### config.mk
export PLATFORM = sky130hd
export DESIGN_NAME = mips_mem_responder
export DESIGN_NICKNAME = d
export VERILOG_FILES = /design/src/rtl/mips_mem_pkg.sv /design/src/rtl/mem_array.sv /design/src/rtl/mips_mem_responder.sv
export SDC_FILE = /design/constraint.sdc
export NUM_CORES = 1
export LEC_CHECK = 0
export CORE_MARGIN = 2
export CORE_UTILIZATION = 55
export CTS_BUF_LIST = sky130_fd_sc_hd__clkbuf_8
export DETAILED_ROUTE_END_ITERATION = 16
export GPL_TIMING_DRIVEN = 1
export PLACE_DENSITY = 0.85
export REMOVE_ABC_BUFFERS = 1
export SYNTH_ARGS = -nofsm -noshare
export SYNTH_HDL_FRONTEND = slang
export SYNTH_SLANG_ARGS = --single-unit
### constraint.sdc
create_clock -name clk -period 2.3 [get_ports clk]
set_clock_uncertainty 0.2 [all_clocks]
set_input_delay 0.46 -clock clk [delete_from_list [all_inputs] [get_ports clk]]
set_output_delay 0.46 -clock clk [all_outputs]
set_load 0.05 [all_outputs]
### src/rtl/mips_mem_pkg.sv
// Shared types and sizing helpers for the MIPS memory responder.
// The memory depth is derived from the address width so that every block sizes it the same way.
package mips_mem_pkg;

    typedef enum logic [1:0] {
        MS_LOAD = 2'd0,
        MS_RUN  = 2'd1,
        MS_HALT = 2'd2,
        MS_DUMP = 2'd3
    } memstate_t;

    localparam int DEF_WIDTH  = 8;
    localparam int DEF_AWIDTH = 5;

    function automatic int depth_of(input int awidth);
        return 1 << awidth;
    endfunction

    localparam int DEF_DEPTH = depth_of(DEF_AWIDTH);

endpackage

### src/rtl/mem_array.sv
// DEPTH x WIDTH byte store: one synchronous write port and two asynchronous read ports.
// The CPU uses one read port and the dump stream uses the other.
module mem_array
    import mips_mem_pkg::*;
#(
    parameter int WIDTH  = DEF_WIDTH,
    parameter int AWIDTH = DEF_AWIDTH
) (
    input  logic              clk,
    input  logic              we,
    input  logic [AWIDTH-1:0] waddr,
    input  logic [WIDTH-1:0]  wdata,
    input  logic [AWIDTH-1:0] cpu_raddr,
    output logic [WIDTH-1:0]  cpu_rdata,
    input  logic [AWIDTH-1:0] dump_raddr,
    output logic [WIDTH-1:0]  dump_rdata
);

    localparam int DEPTH = depth_of(AWIDTH);

    logic [WIDTH-1:0] mem [DEPTH];

    // NOTE: the array has no reset on purpose; program contents must survive rst,
    // and leaving it unreset lets it map onto plain storage cells.
    always_ff @(posedge clk) begin
        if (we) begin
            mem[waddr] <= wdata;
        end
    end

    assign cpu_rdata  = mem[cpu_raddr];
    assign dump_rdata = mem[dump_raddr];

endmodule

### src/rtl/mips_mem_responder.sv
// Memory responder for the 8-bit multicycle MIPS core: loads program bytes while the core
// is held in reset, serves CPU reads/writes while running, and streams memory out after a halt.
module mips_mem_responder
    import mips_mem_pkg::*;
#(
    parameter int WIDTH  = DEF_WIDTH,
    parameter int AWIDTH = DEF_AWIDTH
) (
    input  logic             clk,
    input  logic             rst,
    input  logic             memread,
    input  logic             memwrite,
    input  logic [WIDTH-1:0] adr,
    input  logic [WIDTH-1:0] writedata,
    output logic [WIDTH-1:0] memdata,
    output logic             cpu_reset,
    input  logic             ld_valid,
    output logic             ld_ready,
    input  logic [WIDTH-1:0] ld_data,
    input  logic             ld_last,
    input  logic             stop,
    input  logic             dump_req,
    output logic             dump_valid,
    input  logic             dump_ready,
    output logic [WIDTH-1:0] dump_data,
    output logic             adr_err
);

    localparam int                DEPTH    = depth_of(AWIDTH);
    localparam logic [WIDTH:0]    DEPTH_W  = (WIDTH+1)'(DEPTH);
    localparam logic [AWIDTH-1:0] PTR_LAST = '1;

    memstate_t         state_q, state_d;
    logic [AWIDTH-1:0] ptr_q, ptr_d;
    logic              adr_err_q, adr_err_d;

    logic              mem_we;
    logic [AWIDTH-1:0] mem_waddr;
    logic [WIDTH-1:0]  mem_wdata;
    logic [WIDTH-1:0]  cpu_rdata;
    logic [WIDTH-1:0]  dump_rdata;
    logic              adr_in_range;

    assign adr_in_range = ({1'b0, adr} < DEPTH_W);

    mem_array #(
        .WIDTH (WIDTH),
        .AWIDTH(AWIDTH)
    ) u_mem (
        .clk       (clk),
        .we        (mem_we),
        .waddr     (mem_waddr),
        .wdata     (mem_wdata),
        .cpu_raddr (adr[AWIDTH-1:0]),
        .cpu_rdata (cpu_rdata),
        .dump_raddr(ptr_q),
        .dump_rdata(dump_rdata)
    );

    // NOTE: sequential state uses non-blocking assignments only, so every register
    // samples the pre-edge values no matter how the always_ff blocks are ordered.
    always_ff @(posedge clk or negedge rst) begin
        if (!rst) begin
            state_q   <= MS_LOAD;
            ptr_q     <= '0;
            adr_err_q <= 1'b0;
        end else begin
            state_q   <= state_d;
            ptr_q     <= ptr_d;
            adr_err_q <= adr_err_d;
        end
    end

    always_comb begin
        // NOTE: every signal written here gets a default first, so no path can infer a latch.
        state_d    = state_q;
        ptr_d      = ptr_q;
        adr_err_d  = adr_err_q;
        cpu_reset  = 1'b1;
        ld_ready   = 1'b0;
        dump_valid = 1'b0;
        dump_data  = '0;
        memdata    = '0;
        mem_we     = 1'b0;
        mem_waddr  = ptr_q;
        mem_wdata  = ld_data;

        case (state_q)
            MS_LOAD: begin
                ld_ready = 1'b1;
                if (ld_valid) begin
                    mem_we = 1'b1;
                    ptr_d  = ptr_q + AWIDTH'(1);
                    if (ld_last || ptr_q == PTR_LAST) begin
                        state_d = MS_RUN;
                        ptr_d   = '0;
                    end
                end
            end
            MS_RUN: begin
                cpu_reset = 1'b0;
                if (memread && adr_in_range) begin
                    memdata = cpu_rdata;
                end
                if (memwrite && adr_in_range) begin
                    mem_we    = 1'b1;
                    mem_waddr = adr[AWIDTH-1:0];
                    mem_wdata = writedata;
                end
                if ((memread || memwrite) && !adr_in_range) begin
                    adr_err_d = 1'b1;
                end
                if (stop) begin
                    state_d = MS_HALT;
                end
            end
            MS_HALT: begin
                // A dump request wins; a load byte seen here only reopens LOAD and is not stored.
                if (dump_req) begin
                    state_d = MS_DUMP;
                    ptr_d   = '0;
                end else if (ld_valid) begin
                    state_d   = MS_LOAD;
                    ptr_d     = '0;
                    adr_err_d = 1'b0;
                end
            end
            MS_DUMP: begin
                dump_valid = 1'b1;
                dump_data  = dump_rdata;
                if (dump_ready) begin
                    ptr_d = ptr_q + AWIDTH'(1);
                    if (ptr_q == PTR_LAST) begin
                        state_d = MS_HALT;
                        ptr_d   = '0;
                    end
                end
            end
            default: begin
                state_d = MS_LOAD;
                ptr_d   = '0;
            end
        endcase
    end

    assign adr_err = adr_err_q;

endmodule

==> flow_metrics.env <==
export IMPL_leakage_nw=6.07
export IMPL_critPathArrivalTime_ps=2720
export IMPL_switching_share_pct=34.5
export IMPL_setup_viol_count_final=309
export IMPL_seqPwrFrac_pct=34.3
export IMPL_async_reset_ff_share_pct=3.03
export IMPL_r2r_start="ptr_q[2]"
export IMPL_grt_pass1_vias=9366
export IMPL_finalCritPeriodShare_pct=147
export IMPL_dp_hpwl_mm=25.5
export IMPL_whs_ps=217
export IMPL_finalNetCount=1053
export IMPL_routed_wl_mm=47.5
export IMPL_final_cells=1367
export IMPL_final_common_cell="edfxtp_1"
export IMPL_std_cell_rows=56
export IMPL_mostFrequentLayoutCells="edfxtp_1, buf_4, mux4_2"
export IMPL_drtIter0Drc=1812
export IMPL_layout_drive_gt1_share_pct=50.0
export IMPL_rsz0062_at_grt="yes"
export IMPL_grt_max_degree=33
export IMPL_slew_headroom_pct=58.3
export IMPL_p_int_w=0.0105
export IMPL_first_pass_iters=5
export IMPL_htreeDepth=2
export IMPL_p_switching_w=0.00555
export IMPL_drtAntennaViolNets=0
export IMPL_slew_viol_final=0
export IMPL_antenna_cells=0
export IMPL_overflow=0
export IMPL_netlist_area_sq_mm=0.0130
export IMPL_crit_type="reg -> out"
export IMPL_clock_sinks=264
export IMPL_worst_pin_slew_ps=623
export IMPL_ys_ff_latch=264
export IMPL_numPortBuffers=52
export IMPL_outcome="complete, but fails checks"
export IMPL_final_core_util_pct=75.5
export IMPL_initial_core_util_pct=55.6
export IMPL_seq_area_frac_synth_pct=60.8
export IMPL_clk_insertion_delay_late_ps=570
export IMPL_min_path_type="in -> reg"
export IMPL_comb_power_share_pct=40.6
export IMPL_synth_edf_count=256
export IMPL_synth_cell_types=52
export IMPL_violations="setup timing"
export IMPL_drc_errors=0
export IMPL_area_delta_synth_final_pct=35.7
export IMPL_vias_per_cell=7.30
export IMPL_track_usage_pct=33.1
export IMPL_synthCells=768
export IMPL_holdPathStages=4
export IMPL_chipHeight_um=158
export IMPL_die_area_sq_mm=0.0248
export IMPL_min_from="adr[7]"
export IMPL_maxCapViolations=0
export IMPL_power_density_mw_per_mm2=913
export IMPL_antenna_found_initial=0
export IMPL_cp_start_kind="flop"
export IMPL_rr_endpoint="state_q[1]"
export IMPL_vdd_ir_drop_worst_uv=711
export IMPL_clock_path_buffers=3
export IMPL_dp_cells=1249
export IMPL_crit_path_max_fanout=7
export IMPL_hold_path_end="adr_err"
export IMPL_fmax_mhz=296
export IMPL_cts_buffers=42
export IMPL_vias=9985
export IMPL_r2r_slack_ps=-160
export IMPL_coreArea_sq_mm=0.0233
export IMPL_clk_pin_slew_ps=60
export IMPL_cts_tree="done"
export IMPL_cts_root_buffer="clkbuf_8"
export IMPL_worst_slack_ps=-1080
export IMPL_period_minus_slack_ps=3380
export IMPL_finalHoldViolations=0
export IMPL_wl_per_cell_um=34.7
export IMPL_pwr_share_clk_pct=25.1
export IMPL_yosysWarnings=0
export IMPL_grt_pass1_wl_mm=58.8
export IMPL_synth_ff_type="edfxtp_1"
export IMPL_die_w_um=158
export IMPL_ff2ff_path_depth=10
export IMPL_synth_area_per_cell_sq_um=16.9
export IMPL_io_pins=53
export IMPL_place_congestion=0.985
export IMPL_end_kind="output port"
export IMPL_worstPathRequired_ps=1640
-- power by group through the flow --
stage | Sequential (W) | Clock (W) | Combinational (W)
after floorplan | 0.00592 | 0 | 0.00221
after global placement | 0.00558 | 0 | 0.00446
after detailed placement | 0.00558 | 0 | 0.00456
after CTS | 0.00550 | 0.00394 | 0.00555
after global routing | 0.00551 | 0.00423 | 0.00666
final | 0.00552 | 0.00404 | 0.00653
-- critical path: stages (launching register included) --
cell and delay, ps:
dfrtp_4 540, buf_12 180, buf_12 150, buf_12 140
mux2i_1 250, o22ai_2 160, a211oi_4 420, a221oi_4 140
buf_6 180
-- cell usage after synthesis, types with 9 or more instances --
cell	count	share of area [%]
clkbuf_1	15	0.43
inv_1	10	0.29
mux2i_1	80	6.2
buf_4	9	0.52
a221oi_1	15	1.0
a31oi_1	16	0.77
o22ai_1	11	0.53
o21ai_1	10	0.39
buf_2	21	0.81
o21ai_0	10	0.39
edfxtp_1	256	59
a21oi_1	13	0.50
nand2_1	44	1.3
nor2_1	41	1.2
mux2_2	10	0.87
mux4_2	91	16
-- layer usage --
metal / vias up / global-route usage [%] / share of wire [%]
met5: - / 0 / 0
met4: 0 / 16.7 / 8.8
met3: 326 / 6.98 / 14
met2: 1144 / 52.8 / 46
met1: 4798 / 43.5 / 31
li1: 3717 / - / -
-- logic make-up after synthesis --
kind of cell | Yosys count | synth area share [%]
AOI/OAI and AO/OA | 126 | 7.40
adders and majority gates | 2 | 0.193
buffers and inverters | 70 | 3.38
DFF | 264 | 60.8
muxes | 187 | 24.0
and+or+nand+nor | 119 | 4.20
-- sequential cells by signal, summed over array words and instances (netlist names) --
name / cells
state_q: 2
ptr_q: 5
u_mem.mem: 256
adr_err: 1
-- cell type report --
class | count | area [sq um]
clock buffers | 42 | 578
clock inverters | 32 | 226
fillers | 1134 | 5720
inverters | 11 | 48.8
multi-input cells | 434 | 5550
flip-flops and latches | 264 | 7890
well taps | 319 | 399
repair buffers | 265 | 2920
-- worst max-delay path by stage --
stage	cells after the start	slack (ps)	end	startpoint
2_1_floorplan	4	-3620	dump_data[6]	ptr_q[0]
3_3_place_gp	7	-680	memdata[1]	adr[2]
3_5_place_dp	6	-760	memdata[7]	adr[2]
4_1_cts	8	-920	dump_data[3]	ptr_q[0]
5_1_grt	8	-1100	dump_data[6]	ptr_q[0]
6_report	8	-1080	dump_data[6]	ptr_q[0]
-- repair_timing --
action,CTS,global route
endpoints found under the setup margin,277,264
setup buffers,22,22
hold buffers,1,0
hold endpoints to repair,4,0
gates resized for setup,123,146
gates cloned,2,3
pin swaps,26,31
-- through the flow --
step	instance area, sq um	setup WS [ps]	TNS, ps	power, W
2_1_floorplan	12600	-3620	-638310	0.00814
3_3_place_gp	15100	-684	-213600	0.0100
3_5_place_dp	15100	-759	-238470	0.0101
4_1_cts	16700	-917	-11370	0.0150
5_1_grt	17600	-1100	-33550	0.0164
6_report	17600	-1080	-26900	0.0161
Power figures use the tool's default switching activity.
